### config.mk
export PLATFORM = sky130hd
export DESIGN_NAME = serial_addsub
export DESIGN_NICKNAME = d
export VERILOG_FILES = /design/src/rtl/serial_addsub_pkg.sv /design/src/rtl/serial_addsub_full_adder.sv /design/src/rtl/serial_addsub.sv
export SDC_FILE = /design/constraint.sdc
export NUM_CORES = 1
export LEC_CHECK = 0
export CAP_MARGIN = 20
export CORE_AREA = 5 5 65 82
export DETAILED_ROUTE_END_ITERATION = 16
export DIE_AREA = 0 0 70 87
export GPL_ROUTABILITY_DRIVEN = 0
export HOLD_SLACK_MARGIN = 0.02
export SLEW_MARGIN = 20
export SYNTH_ARGS = -nofsm -noshare
export SYNTH_HDL_FRONTEND = slang
export SYNTH_HIERARCHICAL = 1
export SYNTH_SLANG_ARGS = --single-unit
### constraint.sdc
create_clock -name clk -period 1.65 [get_ports clk]
set_input_delay 0.2475 -clock clk [delete_from_list [all_inputs] [get_ports clk]]
set_output_delay 0.2475 -clock clk [all_outputs]
set_load 0.05 [all_outputs]
### src/rtl/serial_addsub_pkg.sv
// serial_addsub_pkg
//   Shared constants and types for the bit-serial adder/subtractor.
//   WIDTH   : operand/result width
//   OP_*    : encodings of the op input
//   state_t : controller states
package serial_addsub_pkg;

    localparam int WIDTH = 8;

    localparam logic OP_ADD = 1'b0;
    localparam logic OP_SUB = 1'b1;

    typedef enum logic [1:0] {
        IDLE = 2'd0,
        RUN  = 2'd1,
        DONE = 2'd2
    } state_t;

endpackage

### src/rtl/serial_addsub_full_adder.sv
// full_adder_1b
//   Single-bit full adder; the only arithmetic cell of serial_addsub.
//   a, b, cin : addend bits and carry in
//   s, cout   : sum bit and carry out
module full_adder_1b (
    input  logic a,
    input  logic b,
    input  logic cin,
    output logic s,
    output logic cout
);

    logic half_sum;

    assign half_sum = a ^ b;
    assign s        = half_sum ^ cin;
    assign cout     = (a & b) | (cin & half_sum);

endmodule

### src/rtl/serial_addsub.sv
// serial_addsub
//   Bit-serial add/subtract, LSB first, one bit per clock through a single
//   full adder. Subtraction is A + ~B + 1, so carry=1 means "no borrow".
//   clk      : rising-edge clock
//   rst_n    : asynchronous active-low reset
//   start    : request, sampled with op/a/b; ignored while busy
//   op       : 0 = A+B, 1 = A-B
//   a, b     : operands
//   busy     : high while bits are being processed (state RUN)
//   done     : one-cycle completion pulse (state DONE)
//   result   : sum or difference, updated only on completion
//   carry    : carry out of the MSB
//   overflow : signed overflow (carry into MSB xor carry out of MSB)
//   zero     : result == 0
//
//   state | meaning
//   IDLE  | waiting for start
//   RUN   | one bit per cycle, WIDTH cycles
//   DONE  | completion cycle; start here chains straight into RUN
module serial_addsub #(
    parameter int WIDTH = serial_addsub_pkg::WIDTH
) (
    input  logic             clk,
    input  logic             rst_n,
    input  logic             start,
    input  logic             op,
    input  logic [WIDTH-1:0] a,
    input  logic [WIDTH-1:0] b,
    output logic             busy,
    output logic             done,
    output logic [WIDTH-1:0] result,
    output logic             carry,
    output logic             overflow,
    output logic             zero
);

    import serial_addsub_pkg::*;

    localparam int CNT_W = (WIDTH > 1) ? $clog2(WIDTH) : 1;
    localparam logic [CNT_W-1:0] LAST_BIT = CNT_W'(WIDTH - 1);

    state_t state;
    state_t state_nx;

    logic             accept;
    logic             last_bit;

    logic [WIDTH-1:0] a_sh;
    logic [WIDTH-1:0] b_sh;
    logic             c_reg;
    logic [WIDTH-2:0] res_sr;
    logic [CNT_W-1:0] cnt;

    logic             fa_s;
    logic             fa_cout;
    logic [WIDTH-1:0] res_full;

    full_adder_1b u_fa (
        .a    (a_sh[0]),
        .b    (b_sh[0]),
        .cin  (c_reg),
        .s    (fa_s),
        .cout (fa_cout)
    );

    // Final sum: the bit being produced now on top of the seven already shifted in.
    assign res_full = {fa_s, res_sr};

    always_ff @(posedge clk or negedge rst_n) begin
        if (!rst_n) begin
            state <= IDLE;
        end else begin
            state <= state_nx;
        end
    end

    always_comb begin
        state_nx = state;
        accept   = 1'b0;
        last_bit = 1'b0;
        case (state)
            IDLE: begin
                if (start) begin
                    accept   = 1'b1;
                    state_nx = RUN;
                end
            end
            RUN: begin
                if (cnt == LAST_BIT) begin
                    last_bit = 1'b1;
                    state_nx = DONE;
                end
            end
            DONE: begin
                if (start) begin
                    accept   = 1'b1;
                    state_nx = RUN;
                end else begin
                    state_nx = IDLE;
                end
            end
            default: state_nx = IDLE;
        endcase
    end

    assign busy = (state == RUN);
    assign done = (state == DONE);

    always_ff @(posedge clk or negedge rst_n) begin
        if (!rst_n) begin
            a_sh     <= '0;
            b_sh     <= '0;
            c_reg    <= 1'b0;
            res_sr   <= '0;
            cnt      <= '0;
            result   <= '0;
            carry    <= 1'b0;
            overflow <= 1'b0;
            zero     <= 1'b0;
        end else if (accept) begin
            a_sh   <= a;
            cnt    <= '0;
            res_sr <= '0;
            // Subtract is folded into the load: complement B and seed carry with 1.
            if (op == OP_SUB) begin
                b_sh  <= ~b;
                c_reg <= 1'b1;
            end else begin
                b_sh  <= b;
                c_reg <= 1'b0;
            end
        end else if (state == RUN) begin
            a_sh   <= {1'b0, a_sh[WIDTH-1:1]};
            b_sh   <= {1'b0, b_sh[WIDTH-1:1]};
            c_reg  <= fa_cout;
            res_sr <= {fa_s, res_sr[WIDTH-2:1]};
            cnt    <= last_bit ? '0 : cnt + 1'b1;
            if (last_bit) begin
                result   <= res_full;
                carry    <= fa_cout;
                // c_reg still holds the carry into the MSB during the last bit.
                overflow <= c_reg ^ fa_cout;
                zero     <= (res_full == '0);
            end
        end
    end

endmodule

---- After elaboration in Yosys (flattened, before gate mapping) ----
Index checks and enable logic that the tools add are counted.
word-level totals
  bits in registers ....................... 40
  bits in latches ......................... 0
  bits in writable memories ............... 0
  ROM bits ................................ 0
  output and inout port bits .............. 13
  word-level logic and storage cells ...... 51
  memories ................................ 0
cells by class
  add/sub/neg operators ................... 1
  $mul .................................... 0
  div/mod/pow operators ................... 0
  order comparisons ....................... 0
  equal/unequal tests ..................... 5
  shifts and indexed selects .............. 0
  muxes and demuxes ....................... 21
  bitwise gates (word level) .............. 8
  reductions and logical operators ........ 6
operators by type and width
  cell                                                              number
  8-bit 2-to-1 mux                                                  5
  7-bit 2-to-1 mux                                                  2
  3-bit 2-to-1 mux                                                  3
  8-bit logical NOT                                                 1
  1-bit 2-to-1 mux                                                  8
  8-bit NOT                                                         1
  2-bit case mux with 3 select lines                                1
  2-bit 2-to-1 mux                                                  2
  3-bit by 1-bit adder with 3-bit output (second input constant)    1
  3-bit == test (second input constant)                             1
  3-bit AND reduction                                               1
  1-bit bitwise XOR                                                 3
  1-bit bitwise AND                                                 2
  2-bit by 1-bit == test with 1-bit output (second input constant)  1
  2-bit == test (second input constant)                             1
  2-bit logical NOT                                                 1
  2-bit by 1-bit != test with 1-bit output (second input constant)  1
  2-bit != test (second input constant)                             1
  2-bit AND reduction                                               1
  2-bit nonzero test                                                1
  2-bit OR reduction                                                1
  1-bit NOT                                                         1
  1-bit bitwise OR                                                  1

---- Logic depth before layout (Yosys ltp) ----
Gate-level depths: netlist of the first run.
  word-level depth ........................ 6
  depth in mapped cells ................... 6
  depth with buffers taken out ............ 5

---- By module ----
The synthesis of the first run kept the hierarchy.
modules (own cells, without submodules)
  module         instances  cells an instance  area an instance (um^2)  seq. area each (um^2)
  serial_addsub  1          144                1691.6                   1001.0
  full_adder_1b  1          1                  20.0                     0.0

---- Worst setup path after synthesis of the first run ----
No wires, ideal clock.
  kind .................................... reg-to-reg
  start point ............................. reg cnt[0]
  end point ............................... reg result[1]
  arrival time ............................ 1485 ps
  required time ........................... 1525 ps
  path slack .............................. 41 ps
  stages on the path, launching flop included .. 6
  period minus slack after synthesis ...... 1609 ps
  cell sequence ........................... dfrtp_1 > ha_1 > ha_1 > nand3b_1 > buf_2 > mux2_2
between the ends
  cells in the longest elaborated chain, start to end .. 4
RTL lines
  item                           RTL line              source
  start, declared                serial_addsub.sv:52   logic [CNT_W-1:0] cnt;
  start signal, assigned         serial_addsub.sv:137  cnt <= last_bit ? '0 : cnt + 1'b1;
  3-bit == test                  serial_addsub.sv:89   if (cnt == LAST_BIT) begin
  1-bit 2-to-1 mux               serial_addsub.sv:89
  1-bit 2-to-1 mux               serial_addsub.sv:81   case (state)
  3-bit AND reduction (no line)  -
  end signal, assigned           serial_addsub.sv:139  result <= res_full;
  end, declared                  serial_addsub.sv:31   output logic [WIDTH-1:0] result,
No other way between the ends.
A chain may end at the register's enable or synchronous reset.

---- Worst setup path in the final report of the first run ----
  start point ............................. reg cnt[0]
  end point ............................... reg result[0]
Same word-level chain as after synthesis.

==> results of run 1 <==
## timing repair
action                     in CTS  in global routing
gates resized for setup         1                  0
hold buffers                    1                  0
buffers inserted                0                  1
setup endpoints to repair       1                  1
hold endpoints to repair       12                  0
## synthesized netlist by cell type, drive strengths merged
cell type  instances  area (sq um)
nand3b             1          7.51
a32o               1          10.0
dfrtp             40          1000
ha                 2          25.0
fa                 1          20.0
a221o              7          70.1
a21oi              1          5.00
nand3              1          5.00
nor4               2          12.5
or3                1          6.26
inv                3          11.3
xnor2              8          70.1
nor2b              2          12.5
clkbuf             2          7.51
o21ai              3          15.0
xor2               1          8.76
nand2b             2          12.5
a22o              10          87.6
a31oi              7          43.8
buf                6          36.3
nand2             19          71.3
a22oi              1          7.51
mux2               9           101
nor2              15          63.8
## per-layer routing
metal | global-route usage | up-vias | share of wire
met1 | 0.151 | 606 | 0.44
met3 | 0.0462 | 5 | 0.063
met2 | 0.198 | 35 | 0.48
li1 | - | 594 | -
met4 | 0.0366 | 0 | 0.015
met5 | 0 | - | 0
## kinds of logic after synthesis
family,Yosys count,synth area share
AO/OA/AOI/OAI,30,0.140
XOR/XNOR,9,0.0461
adder cells (fa/ha/maj),3,0.0263
buffers and inverters,11,0.0322
flip-flops,40,0.585
multiplexers,9,0.0592
AND/OR/NAND/NOR,43,0.112
## stage by stage
step                      setup WS, ns  power, mW  cells  area (sq um)
after CTS                       0.0242       4.89    246          2290
after floorplan                 0.0408       3.13    145          1710
final                           0.0786       4.85    247          2300
after detailed placement        0.0674       3.78    237          2120
after global routing            0.0154       5.17    247          2300
after global placement          0.0956       3.73    237          2120
## power by group
part	leakage [nW]	total [mW]	switching (mW)	internal [mW]
sequential	0.507	1.72	0.296	1.42
combinational	0.469	2.05	1.15	0.901
clock	0.0784	1.08	0.326	0.756
## how the worst max path moves through the flow
| stage | depth (start not counted) | start | endpoint |
|---|---|---|---|
| detailed placement | 4 | start | b_sh[5] |
| global route | 4 | b_sh[0] | zero |
| floorplan | 5 | cnt[0] | result[1] |
| CTS | 4 | state[1] | busy |
| global placement | 4 | start | b_sh[6] |
| finish | 5 | cnt[0] | result[0] |
## layout make-up
| class | instances | area, sq um | area share |
|---|---|---|---|
| sequential | 40 | 1000 | 0.435 |
| clock buffer | 5 | 68.8 | 0.0299 |
| timing repair buffer | 42 | 398 | 0.173 |
| tap | 60 | 75.1 | 0.0326 |
| inverter | 3 | 13.8 | 0.00598 |
| clock inverter | 3 | 90.1 | 0.0391 |
| multi-input combinational | 94 | 656 | 0.285 |
## critical path: stages (launching register included)
cell and delay, ns:
dfrtp_1 0.41, ha_1 0.21, ha_1 0.21, nand3b_1 0.14
buf_12 0.15, mux2_2 0.33
==> summary.md, run 1 <==
| Metric | Value |
|---|---|
| Outcome | finished, final reports clean |
| Yosys reg bits | 40 |
| R2r startpoint | cnt[0] |
| Vias | 1240 |
| Synthesized area per cell | 11.8 sq um |
| Fin. Hold Viols | 0 |
| Share of layout cells above drive strength 1 | 0.225 |
| Pleak | between 1 and 1.5 nW |
| Fmax | 0.636 GHz |
| Hold Path Class | flip-flop to flip-flop |
| Worst hold path startpoint | overflow |
| Mapped Cells | 145 |
| Die H | 87 um |
| Clock buffer depth | 2 |
| Max VDD drop | 1.00 mV |
| Largest fanout on the critical path | 14 |
| Critical path arrival | ~1.7 ns |
| Slew HR | 0.674 |
| CTS tree | built |
| FF-to-FF End | result[0] |
| Slew @ Worst Pin | 0.489 ns |
| H-tree levels | 2 |
| Worst hold path depth | 2 |
| First-pass GRT wire length | 5.92 mm |
| GRT Total Usage | 0.122 |
| Via density | 5.02 |
| Placement Rows | 28 |
| Clk Tree Root Cell | clkbuf_8 |
| Pin count of the biggest net entering global routing | 41 |
| Pwr dens | 2110 nW/um^2 |
| CP endpoint kind | flip-flop |
| Endpoints failing setup | 0 |
| Nets | approximately 210 |
| Seq/Total Area, Yosys | 0.585 |
| Synthesis-to-finish area growth | 34.5% |
| RSZ-0062 raised after global routing | no |
| Routed WL | 3.25 mm |
| Starting Density | 0.376 |
| Detailed placement HPWL | around 2.4 mm |
| Fin Hold WS | between 0.4 and 0.5 ns |
| CTS Buf Count | 5 |
| Clock slew seen by the registers of the worst setup and hold paths | about 0.070 ns |
| Mapped Area | ~1700 sq um |
| DR pass1 iterations | 4 |
| Die area | 6090 sq um |
| Part of the cycle the worst path needs | 0.952 |
| Number of global-route vias before repair | ~1300 |
| Worst r2r path cells | 5 |
| Final Slew Violations | 0 |
| GR Overflow Total | 0 |
| Worst Path Required | between 1.5 and 2 ns |
| Worst-Skew Late Latency | slightly below 0.3 ns |
| Final min period | approximately 1.6 ns |
| Most common cell after layout, fill and taps aside | dfrtp_1 |
| Initial antenna violation count | 0 |
| Distinct cells, synth | 27 |
| Initial DRC count | 61 |
| Crit Path Class | flip-flop to flip-flop |
| Max Cap Viol | 0 |
| Hold EP | overflow |
| Number of diodes | 0 |
| R2R setup slack | between 0.07 and 0.08 ns |
| Worst setup SP type | flip-flop |
| Final core occ | 0.505 |
| FILL cells | 431 |
| Biggest regs | a_sh: 8 flops, b_sh: 8 flops, result: 8 flops |
| Die Wd | 70 um |
| Ports | 33 |
| Syn nets | 168 |
| # clock sinks | 40 |
| Core area | ~4600 sq um |
| Fin Setup TNS | 0 ns |
| DRC | 0 |
| Commonest non-fill, non-tap cells in the layout | 40 x dfrtp_1, 19 x nand2_1, 19 x buf_4, 18 x clkdlybuf4s50_1, 14 x nor2_1 |
| Wire per inst | about 13 um |
| IO buf count | 32 |
| Post-DRT Antenna Nets | 0 |
| Final Skew | 0.00883 ns |
| Synth Warn # | 6 |
No activity file was read; power rests on OpenSTA's default activity.
==> run 2: changes to the inputs <==
--- a/config.mk
+++ b/config.mk
@@ -11,6 +11,7 @@
 export DIE_AREA = 0 0 70 87
 export GPL_ROUTABILITY_DRIVEN = 0
 export HOLD_SLACK_MARGIN = 0.02
+export MAX_ROUTING_LAYER = met4
 export SLEW_MARGIN = 20
 export SYNTH_ARGS = -nofsm -noshare
 export SYNTH_HDL_FRONTEND = slang
==> run 2 against run 1 <==
Against the previous run: first-iteration DRC count did not move; non-clock buffer count stayed put; clock skew about the same; global-route usage is 0.36 points higher; worst setup slack is essentially flat; die area is the same.
==> summary.md, run 2 (synthesized netlist as in run 1, its figures left out) <==
| Metric | Value |
|---|---|
| Pin count of the biggest net entering global routing | 41 (unchanged) |
| Core area | 4550 sq um (unchanged) |
| Synthesis-to-finish area growth | 34.5% (unchanged) |
| Commonest non-fill, non-tap cells in the layout | 40 x dfrtp_1, 19 x nand2_1, 19 x buf_4, 18 x clkdlybuf4s50_1, 14 x nor2_1 (unchanged) |
| GR Overflow Total | 0 (unchanged) |
| Placement Rows | 28 (unchanged) |
| First-pass GRT wire length | 5.92 mm (unchanged) |
| Endpoints failing setup | 0 (unchanged) |
| GRT Total Usage | 0.125 (was 0.122) |
| IO buf count | 32 (unchanged) |
| Routed WL | 3.25 mm (unchanged) |
| Max Cap Viol | 0 (unchanged) |
| Starting Density | 0.376 (unchanged) |
| CP endpoint kind | flip-flop (unchanged) |
| Number of diodes | 0 (unchanged) |
| RSZ-0062 raised after global routing | no (unchanged) |
| Worst Path Required | 1.82 ns (about the same) |
| Pleak | 1.05 nW (unchanged) |
| Die area | 6090 sq um (unchanged) |
| Worst-Skew Late Latency | 0.29 ns (about the same) |
| CTS Buf Count | 5 (unchanged) |
| Initial DRC count | 61 (unchanged) |
| CTS tree | built (unchanged) |
| Worst setup SP type | flip-flop (unchanged) |
| Max VDD drop | 1.00 mV (about the same) |
| Fin. Hold Viols | 0 (unchanged) |
| Number of global-route vias before repair | 1287 (unchanged) |
| DR pass1 iterations | 4 (unchanged) |
| Initial antenna violation count | 0 (unchanged) |
| Most common cell after layout, fill and taps aside | dfrtp_1 (unchanged) |
| Slew @ Worst Pin | 0.489 ns (about the same) |
| FILL cells | 431 (unchanged) |
| Post-DRT Antenna Nets | 0 (unchanged) |
| H-tree levels | 2 (unchanged) |
| Vias | 1240 (unchanged) |
| Wire per inst | 13.2 um (unchanged) |
| Biggest regs | a_sh: 8 flops, b_sh: 8 flops, result: 8 flops (unchanged) |
| Critical path arrival | 1.74 ns (about the same) |
| Die H | 87 um (unchanged) |
| Overall Power | 4.85 mW (about the same) |
| Fin Setup TNS | 0 ns (unchanged) |
| Crit Path Class | flip-flop to flip-flop (unchanged) |
| Largest fanout on the critical path | 14 (unchanged) |
| Die Wd | 70 um (unchanged) |
| Slew HR | 0.674 (about the same) |
| Detailed placement HPWL | 2.36 mm (unchanged) |
| Share of layout cells above drive strength 1 | 0.225 (unchanged) |
| Final Slew Violations | 0 (unchanged) |
| Clock slew seen by the registers of the worst setup and hold paths | 0.07 ns (about the same) |
| Nets | 209 (unchanged) |
| Pwr dens | 2110 nW/um^2 (about the same) |
| Clock buffer depth | 2 (unchanged) |
| Outcome | finished, final reports clean (unchanged) |
| Via density | 5.02 (unchanged) |
| Ports | 33 (unchanged) |
| DRC | 0 (unchanged) |
| Final min period | 1.57 ns (about the same) |
| Hold Path Class | flip-flop to flip-flop (unchanged) |
| Final Skew | 0.00885 ns (was 0.00883 ns) |
| Fmax | 0.636 GHz (about the same) |
| # clock sinks | 40 (unchanged) |
| Clk Tree Root Cell | clkbuf_8 (unchanged) |
| Part of the cycle the worst path needs | 0.952 (about the same) |
[run 2: power by group]
group	internal [mW]	switching, mW	total (mW)
clock network	0.756	0.326	1.08
logic	0.901	1.15	2.05
registers	1.42	0.296	1.72
[run 2: through the flow]
step                      utilization  worst slack [ns]  hold slack (ns)  cell area [sq um]  cells
after CTS                       0.504            0.0242            0.498               2290    246
after global routing            0.505            0.0154            0.527               2300    247
final                           0.505            0.0786            0.491               2300    247
after global placement          0.466            0.0956            0.329               2120    237
after detailed placement        0.466            0.0674            0.336               2120    237
after floorplan                     -            0.0408          -0.0481               1710    145
[run 2: critical path: stages, from the launching register on]
cell      delay, ns
dfrtp_1        0.41
ha_1           0.21
ha_1           0.21
nand3b_1       0.14
buf_12         0.15
mux2_2         0.33
[run 2: final timing paths]
path	start	endpoint	slack (ns)	depth (start not counted)
setup / recovery	cnt[0]	result[0]	0.08	5
hold / removal	overflow	overflow	0.49	2
setup reg to reg	cnt[0]	result[0]	0.08	5
hold reg to reg	overflow	overflow	0.49	2
max in group asynchronous	rst_n	b_sh[0]	0.77	3
min in group asynchronous	rst_n	res_sr[0]	0.54	3
[run 2: layer usage]
layer	wire, um	up-vias	part of all wire	global-route usage
met3	185	5	0.057	0.0427
met1	1460	606	0.45	0.154
met2	1560	35	0.48	0.198
li1	-	594	-	-
met4	46	0	0.014	0.0366
met5	0	-	0	-
[run 2: area by class of cell]
type	instances	area (sq um)	share of cell area
Clock buffer	5	68.8	0.0299
Clock inverter	3	90.1	0.0391
Inverter	3	13.8	0.00598
Multi-Input combinational cell	94	656	0.285
Sequential cell	40	1000	0.435
Tap cell	60	75.1	0.0326
Timing Repair Buffer	42	398	0.173
[run 2: repair_timing]
action	in CTS	in global routing
gates resized for setup	1	0
setup endpoints to repair	1	1
buffers inserted	0	1
hold buffers	1	0
pin swaps	0	0
endpoints found under the hold margin	12	0
==> run 3: changes to the inputs <==
--- a/config.mk
+++ b/config.mk
@@ -5,6 +5,7 @@
 export SDC_FILE = /design/constraint.sdc
 export NUM_CORES = 1
 export LEC_CHECK = 0
+export ABC_CLOCK_PERIOD_IN_PS = 1650
 export CAP_MARGIN = 20
 export CORE_AREA = 5 5 65 82
 export DETAILED_ROUTE_END_ITERATION = 16
==> results of run 3 <==
Same layout as run 2: the final DEF is identical, and so are final timing and power.
